File: src/rtl/seq_divider.sv
// Sequential restoring divider producing one quotient bit per clock, signed or unsigned,
// with a short path that reports a zero divisor one cycle after start.
`ifndef DATAWIDTH
`define DATAWIDTH 32
`endif

module seq_divider #(
   parameter int W = `DATAWIDTH
) (
   input  logic         clk,
   input  logic         rst_n,
   input  logic         start,
   input  logic         sign,
   input  logic [W-1:0] dividend,
   input  logic [W-1:0] divisor,
   output logic         busy,
   output logic         done,
   output logic [W-1:0] quotient,
   output logic [W-1:0] remainder,
   output logic         div_by_zero
);

   localparam int CW = $clog2(W + 1);

   typedef enum logic [1:0] {IDLE, CALC, FIX} state_t;

   state_t        state;
   logic [CW-1:0] count;
   logic [W-1:0]  rem;
   logic [W-1:0]  quo;
   logic [W-1:0]  dvsr;
   logic          neg_q;
   logic          neg_r;
   logic          zero_div;

   logic [W-1:0]  abs_dividend;
   logic [W-1:0]  abs_divisor;
   logic [W:0]    shifted;
   logic [W+1:0]  diff;
   logic          borrow;

   // A successful trial subtraction always leaves a value below the divisor,
   // so either of the top two difference bits set means the subtraction borrowed.
   always_comb begin
      abs_dividend = (sign && dividend[W-1]) ? -dividend : dividend;
      abs_divisor  = (sign && divisor[W-1])  ? -divisor  : divisor;
      shifted      = {rem, quo[W-1]};
      diff         = {1'b0, shifted} - {2'b00, dvsr};
      borrow       = |diff[W+1:W];
   end

   always_ff @(posedge clk) begin
      if (!rst_n) begin
         state       <= IDLE;
         busy        <= 1'b0;
         done        <= 1'b0;
         quotient    <= '0;
         remainder   <= '0;
         div_by_zero <= 1'b0;
         count       <= '0;
         rem         <= '0;
         quo         <= '0;
         dvsr        <= '0;
         neg_q       <= 1'b0;
         neg_r       <= 1'b0;
         zero_div    <= 1'b0;
      end else begin
         done <= 1'b0;
         case (state)
            IDLE: begin
               if (start && !busy) begin
                  rem   <= '0;
                  dvsr  <= abs_divisor;
                  count <= CW'(W);
                  neg_q <= sign & (dividend[W-1] ^ divisor[W-1]);
                  neg_r <= sign & dividend[W-1];
                  // A zero divisor keeps the raw dividend in quo and skips CALC entirely.
                  if (divisor == '0) begin
                     zero_div <= 1'b1;
                     quo      <= dividend;
                     state    <= FIX;
                  end else begin
                     zero_div <= 1'b0;
                     quo      <= abs_dividend;
                     busy     <= 1'b1;
                     state    <= CALC;
                  end
               end
            end
            CALC: begin
               quo   <= {quo[W-2:0], ~borrow};
               rem   <= borrow ? shifted[W-1:0] : diff[W-1:0];
               count <= count - CW'(1);
               if (count == CW'(1)) begin
                  state <= FIX;
               end
            end
            FIX: begin
               if (zero_div) begin
                  quotient  <= '1;
                  remainder <= quo;
               end else begin
                  quotient  <= neg_q ? -quo : quo;
                  remainder <= neg_r ? -rem : rem;
               end
               div_by_zero <= zero_div;
               done        <= 1'b1;
               busy        <= 1'b0;
               count       <= '0;
               state       <= IDLE;
            end
            default: begin
               state <= IDLE;
            end
         endcase
      end
   end

endmodule

File: config.mk
export PLATFORM = sky130hd
export DESIGN_NAME = seq_divider
export DESIGN_NICKNAME = d
export VERILOG_FILES = /design/src/rtl/seq_divider.sv
export SDC_FILE = /design/constraint.sdc
export NUM_CORES = 1
export LEC_CHECK = 0
export CORE_MARGIN = 8
export CORE_UTILIZATION = 66
export CTS_BUF_LIST = sky130_fd_sc_hd__clkbuf_8
export DETAILED_ROUTE_END_ITERATION = 12
export DONT_BUFFER_PORTS = 1
export PLACE_DENSITY = 0.79
export SYNTH_ARGS = -nofsm -noshare
export SYNTH_HDL_FRONTEND = slang
export SYNTH_SLANG_ARGS = --single-unit
File: constraint.sdc
create_clock -name clk -period 8.8 [get_ports clk]
set_clock_uncertainty 0.05 [all_clocks]
set_input_delay 0.88 -clock clk [delete_from_list [all_inputs] [get_ports clk]]
set_output_delay 0.88 -clock clk [all_outputs]
set_load 0.02 [all_outputs]
**Yosys cells after proc, flatten, opt, wreduce, memory -nomap -nowiden**

Cells that the tools add are included.
W data, S select, Z words.

- Add/subtract/negate cells: 6
- Equality and inequality tests: 6
- Multiplexer cells: 23
- Bitwise logic cells: 4
- Reductions and logical operators: 15

Operator list:

| kind | count |
|---|---|
| $mux W32 | 10 |
| $neg A32 Y32 | 4 |
| $pmux W32 S2 | 2 |
| $sub A33 B32 Y34 | 1 |
| $logic_not A32 Y1 | 1 |
| $pmux W6 S3 | 1 |
| $reduce_and A2 Y1 | 4 |
| $eq A6 B1 Y1 const B | 1 |
| $mux W2 | 3 |
| $mux W6 | 1 |
| $ne A2 B2 Y1 const B | 3 |
| $sub A6 B1 Y6 const B | 1 |
| $mux W1 | 4 |
| $pmux W2 S2 | 1 |
| $reduce_bool A2 Y1 | 2 |
| $logic_and A1 B1 Y1 | 3 |
| $reduce_and A3 Y1 | 1 |
| $reduce_bool A3 Y1 | 1 |
| $and A1 B1 Y1 | 2 |
| $eq A2 B1 Y1 const B | 1 |
| $eq A2 B2 Y1 const B | 1 |
| $logic_not A2 Y1 | 1 |
| $pmux W1 S2 | 1 |
| $reduce_or A2 Y1 | 1 |
| 3 further kinds | 3 |

- Bits in registers: 174
- Bits of input ports: 68
- Word-level logic and storage cells: 67

**Depth between registers and ports, before layout**

- Depth in word-level cells: 5
- Gate-level depth with buffers: 15
- Depth with buffers taken out: 13

**Worst setup path after synthesis**

OpenSTA, ideal clock, no wires.

- Kind: input to register
- From: input divisor[1]
- To: register quo[8]
- Arrival time: 3,220 ps
- Required time: 8,622 ps
- Path slack: 5,402 ps
- Stages on the path: 12
- Path through: inv_1 -> ha_1 -> or4b_2 -> nor4_4 -> nand4_1 -> o211ai_2 -> buf_6 -> a21oi_1 -> xnor2_1 -> nor2_1 -> a21oi_1 -> o21ai_0

- Longest elaborated chain between the ends: 4

RTL lines:

| item | line | source |
|---|---|---|
| from (decl) | 15 | `input logic [W-1:0] divisor,` |
| $logic_not A32 Y1 | 78 | `if (divisor == '0) begin` |
| $mux W32 | 78 |  |
| $mux W32 | 71 | `if (start && !busy) begin` |
| $pmux W32 S2 | 69 | `case (state)` |
| to (signal assigned) | 80 | `quo <= dividend;` |
| to (signal assigned) | 84 | `quo <= abs_dividend;` |
| to (signal assigned) | 91 | `quo <= {quo[W-2:0], ~borrow};` |
| to (decl) | 30 | `logic [W-1:0] quo;` |

No other way between the ends. The select of a mux whose other input is x is not followed.
A chain may end at the register's enable or synchronous reset.

**Worst setup path after layout**

- From: register rem[22]
- To: register rem[5]

- Longest elaborated chain between the ends: 4

RTL lines:

| item | line | source |
|---|---|---|
| from (decl) | 29 | `logic [W-1:0] rem;` |
| from (signal assigned) | 92 | `rem <= borrow ? shifted[W-1:0] : diff[W-1:0];` |
| $sub A33 B32 Y34 | 48 | `diff = {1'b0, shifted} - {2'b00, dvsr};` |
| $reduce_or A2 Y1 | 49 | `borrow = \|diff[W+1:W];` |
| $mux W32 | 92 |  |
| $pmux W32 S2 | 69 |  |

No other way between the ends.

==> summary.txt <==
Setup path
  – FF-to-FF End: rem[5]
  – Crit path from: rem[22]
  – Worst-path cell chain: ha_1, a21oi_1, o211ai_1, a211o_1, a311o_1, nor3_1, a211oi_1, a21oi_4, buf_4, mux2i_1, o21ai_0
  – Max stage delay on crit path: ~0.54 ns
  – Number of cells on the critical path: 11
  – WP data required: 9.07 ns
  – CP endpoint kind: flip-flop
  – WS Path Type: reg -> reg
  – R2R Setup Slk: 4.75 ns
  – Critical path's slowest cell: dfxtp_1
  – Critical Path Sink: rem[5]
  – Top delay family on crit path: compound AO/OA/AOI/OAI gates
  – R2R depth: 11
  – Critical-path maximum fanout: 37
  – Crit Reg-Reg Startpoint: rem[22]
  – Critical path launch point type: flip-flop
  – Worst path buffer plus inverter count: 1
  – Crit path arrival time: 4.32 ns

Drt
  – Wirelength per Cell: 18.1 µm
  – Total number of vias: 10,400
  – Drt drc: 0
  – Remaining antenna violation count: 0
  – Starting DRT DRC Count: 871
  – Post-Route WL: between 20,000 and 30,000 µm
  – Drt first pass iters: 6
  – Vias per std cell: 6.35

GRT
  – First-pass GRT wire length: ~47,000 µm
  – Largest net degree at the start of global routing: 142
  – GRT Overall Usage: approximately 26%
  – Met2 usage: 42.0%
  – Most crowded layer after global routing: met2
  – GRT met1 Usage: 33.1%
  – Met3 Track Usage GR: just over 5%
  – Initial antenna violation count: 0
  – Vias in the first global route: between 9,000 and 10,000
  – Overflow after GRT: 0

Pwr
  – Total leakage power: a little under 5 nW
  – Worst VDD drop: 0.000187 V
  – PwrDens: approximately 270 nW/µm²

Clocking
  – CTS Root Cell: clkbuf_8
  – Clock Latency Late Sink: between 0.4 and 0.5 ns
  – Clock sink total: roughly 170
  – CTS resizes: 0
  – Longest Clk Path Bufs: 2
  – Total CTS buffers: 17
  – # hold bufs at CTS: 0
  – Htree depth: 4
  – Clock transition at the registers of the reported paths: 0.09 ns
  – CTS tree: done
  – Postcts setup bufs: 0

Yosys
  – Syn_nets: 1,577
  – Synth Instances: 1,467
  – Synthesized cell area: 11,600 µm²
  – Synth Area per Inst: 7.94 µm²
  – Synth async-reset ratio: 0%
  – Post-synth cell types: 76
  – Synthesis Warnings: 0
  – Main flop type after synthesis: dfxtp_1
  – Synth Register Bits: 174
  – Seq/Total Area, Yosys: 29.9%
  – EDFF count, synth: 0

Floorplan
  – Die footprint: 22,100 µm²
  – Starting density of the core: 67.3%
  – I/O Pins: between 100 and 150
  – Die Y-Extent: 149 µm
  – Core box area: about 17,000 µm²
  – Die X: 149 µm
  – Cell row count: 48

Final layout
  – Register Area: 3480 µm²
  – Layout cells sized above 1: 6.48%
  – Nets: 1,502
  – Area Overhead vs Synth: 2.83%
  – Fillers: between 1,500 and 2,000
  – Antenna diode count: 0
  – Final Core Density: 69.2%
  – Fin area: roughly 12,000 µm²
  – Multi-input logic area: 7510 µm²

Place
  – Detail Placement HPWL: 21,600 µm
  – IO Port Bufs: 0
  – Routability Congestion: around 0.89
  – Placed instance area: 11,500 µm²

Worst hold path
  – Min-Delay Path Class: reg -> reg

Timing
  – Achievable Freq: 0.247 GHz
  – Slew Limit Fails: 0
  – Final min period: around 4.0 ns
  – Final hold vios: 0
  – Setup tns final: 0 ns
  – Measured slew at the worst slew-check pin: 1.11 ns
  – Final period util: 46.0%
  – Setup violators final: 0
  – RSZ-0062 raised after global routing: no
  – Slew margin rel.: around 26%
  – Worst hold slack: 0.434 ns

Run status
  – Status: finished, final reports clean

Flow run
  – # Max-Cap Violations: 0
[worst reg2reg max path, stage by stage (launching register included)]
cell	delay, ns
dfxtp_1	0.54
ha_1	0.39
a21oi_1	0.38
o211ai_1	0.18
a211o_1	0.30
a311o_1	0.32
nor3_1	0.53
a211oi_1	0.16
a21oi_4	0.14
buf_4	0.45
mux2i_1	0.33
o21ai_0	0.12
[through the flow]
step	worst slack, ns	instances	total power [mW]
5_1_grt	4.52	1630	3.51
6_report	4.75	1630	3.29
4_1_cts	4.77	1630	3.28
3_3_place_gp	4.69	1598	2.64
3_5_place_dp	4.57	1598	2.68
2_1_floorplan	5.40	1467	2.40
[cell usage in the layout (no fill, tap or decap), types with 26 or more instances in the layout]
cell,n
o21ai_0,146
xor2_1,52
nor2_1,85
o31ai_1,26
ha_1,39
nand2_1,186
xnor2_1,87
nand3_1,41
mux2i_1,50
dfxtp_1,173
nor2b_1,30
o221a_2,29
o211a_1,33
inv_1,59
a21oi_1,90
[worst min path at each step]
stage	depth (start not counted)	end	slack [ns]	startpoint
5_1_grt	2	dvsr[0]	0.46	dvsr[0]
3_5_place_dp	2	dvsr[31]	0.42	dvsr[31]
6_report	2	dvsr[0]	0.43	dvsr[0]
4_1_cts	2	dvsr[31]	0.43	dvsr[31]
3_3_place_gp	2	dvsr[31]	0.40	dvsr[31]
2_1_floorplan	2	dvsr[31]	0.39	dvsr[31]
[cell type report]
| type | count | share of cell area, % |
|---|---|---|
| clock buffer | 17 | 1.95 |
| inverter | 58 | 1.82 |
| clock inverter | 15 | 1.68 |
| multi-input combinational | 1136 | 62.8 |
| sequential | 174 | 29.1 |
| timing repair buffer | 5 | 0.314 |
| tap | 225 | 2.35 |
[sequential cells by signal (all words and copies together) (netlist names), 2 cells and up]
name and flops:
count 6, state 2, rem 32, quo 32
remainder 32, dvsr 32, quotient 32
[report_power, final]
group	switching (mW)	internal [mW]
logic	0.825	0.573
clock network	0.320	0.291
registers	0.301	0.981
[cells by family (layout without fill, tap and decap cells)]
logic type / Yosys count / after routing / synth area share [%]
and+or+nand+nor: 458 / 458 / 18.9
xor gates and xnor gates: 139 / 139 / 10.5
buffers and inverters: 157 / 95 / 5.81
muxes: 50 / 50 / 4.30
DFF: 174 / 174 / 29.9
adders and majority gates: 42 / 42 / 4.58
AOI/OAI and AO/OA: 447 / 447 / 26.1
[per-layer routing]
metal / part of all wire, % / wire, µm / up-vias
li1: - / - / 5127
met2: 46 / 13500 / 366
met5: 0 / 0 / -
met4: 2.4 / 721 / 0
met1: 44 / 12900 / 4808
met3: 8.0 / 2360 / 56
[Yosys cell counts, types with 5 or more instances]
cell	instances	area (µm²)
a21boi_0	17	128
a21o_1	8	60.1
a21oi_1	91	455
a31oi_1	8	50.1
a32oi_1	7	61.3
and2_1	8	50.1
and3_1	6	37.5
buf_1	6	22.5
buf_4	11	82.6
clkbuf_1	72	270
dfxtp_1	174	3480
ha_1	41	513
inv_1	58	218
mux2i_1	50	500
nand2_1	186	698
nand2b_1	6	37.5
nand3_1	41	205
nand3b_1	6	45.0
nand4_1	6	37.5
nor2_1	85	319
nor2b_1	30	188
nor3_1	23	115
nor3b_1	5	37.5
nor4_1	6	37.5
o211a_1	33	330
o211ai_1	7	52.6
o21a_1	10	75.1
o21ai_0	146	731
o21ai_1	8	40.0
o221a_2	29	327
o31ai_1	26	195
o41ai_1	18	158
or3_1	16	100
or4_1	17	128
xnor2_1	87	762
xor2_1	52	455
(Power assumes the default switching activity.)
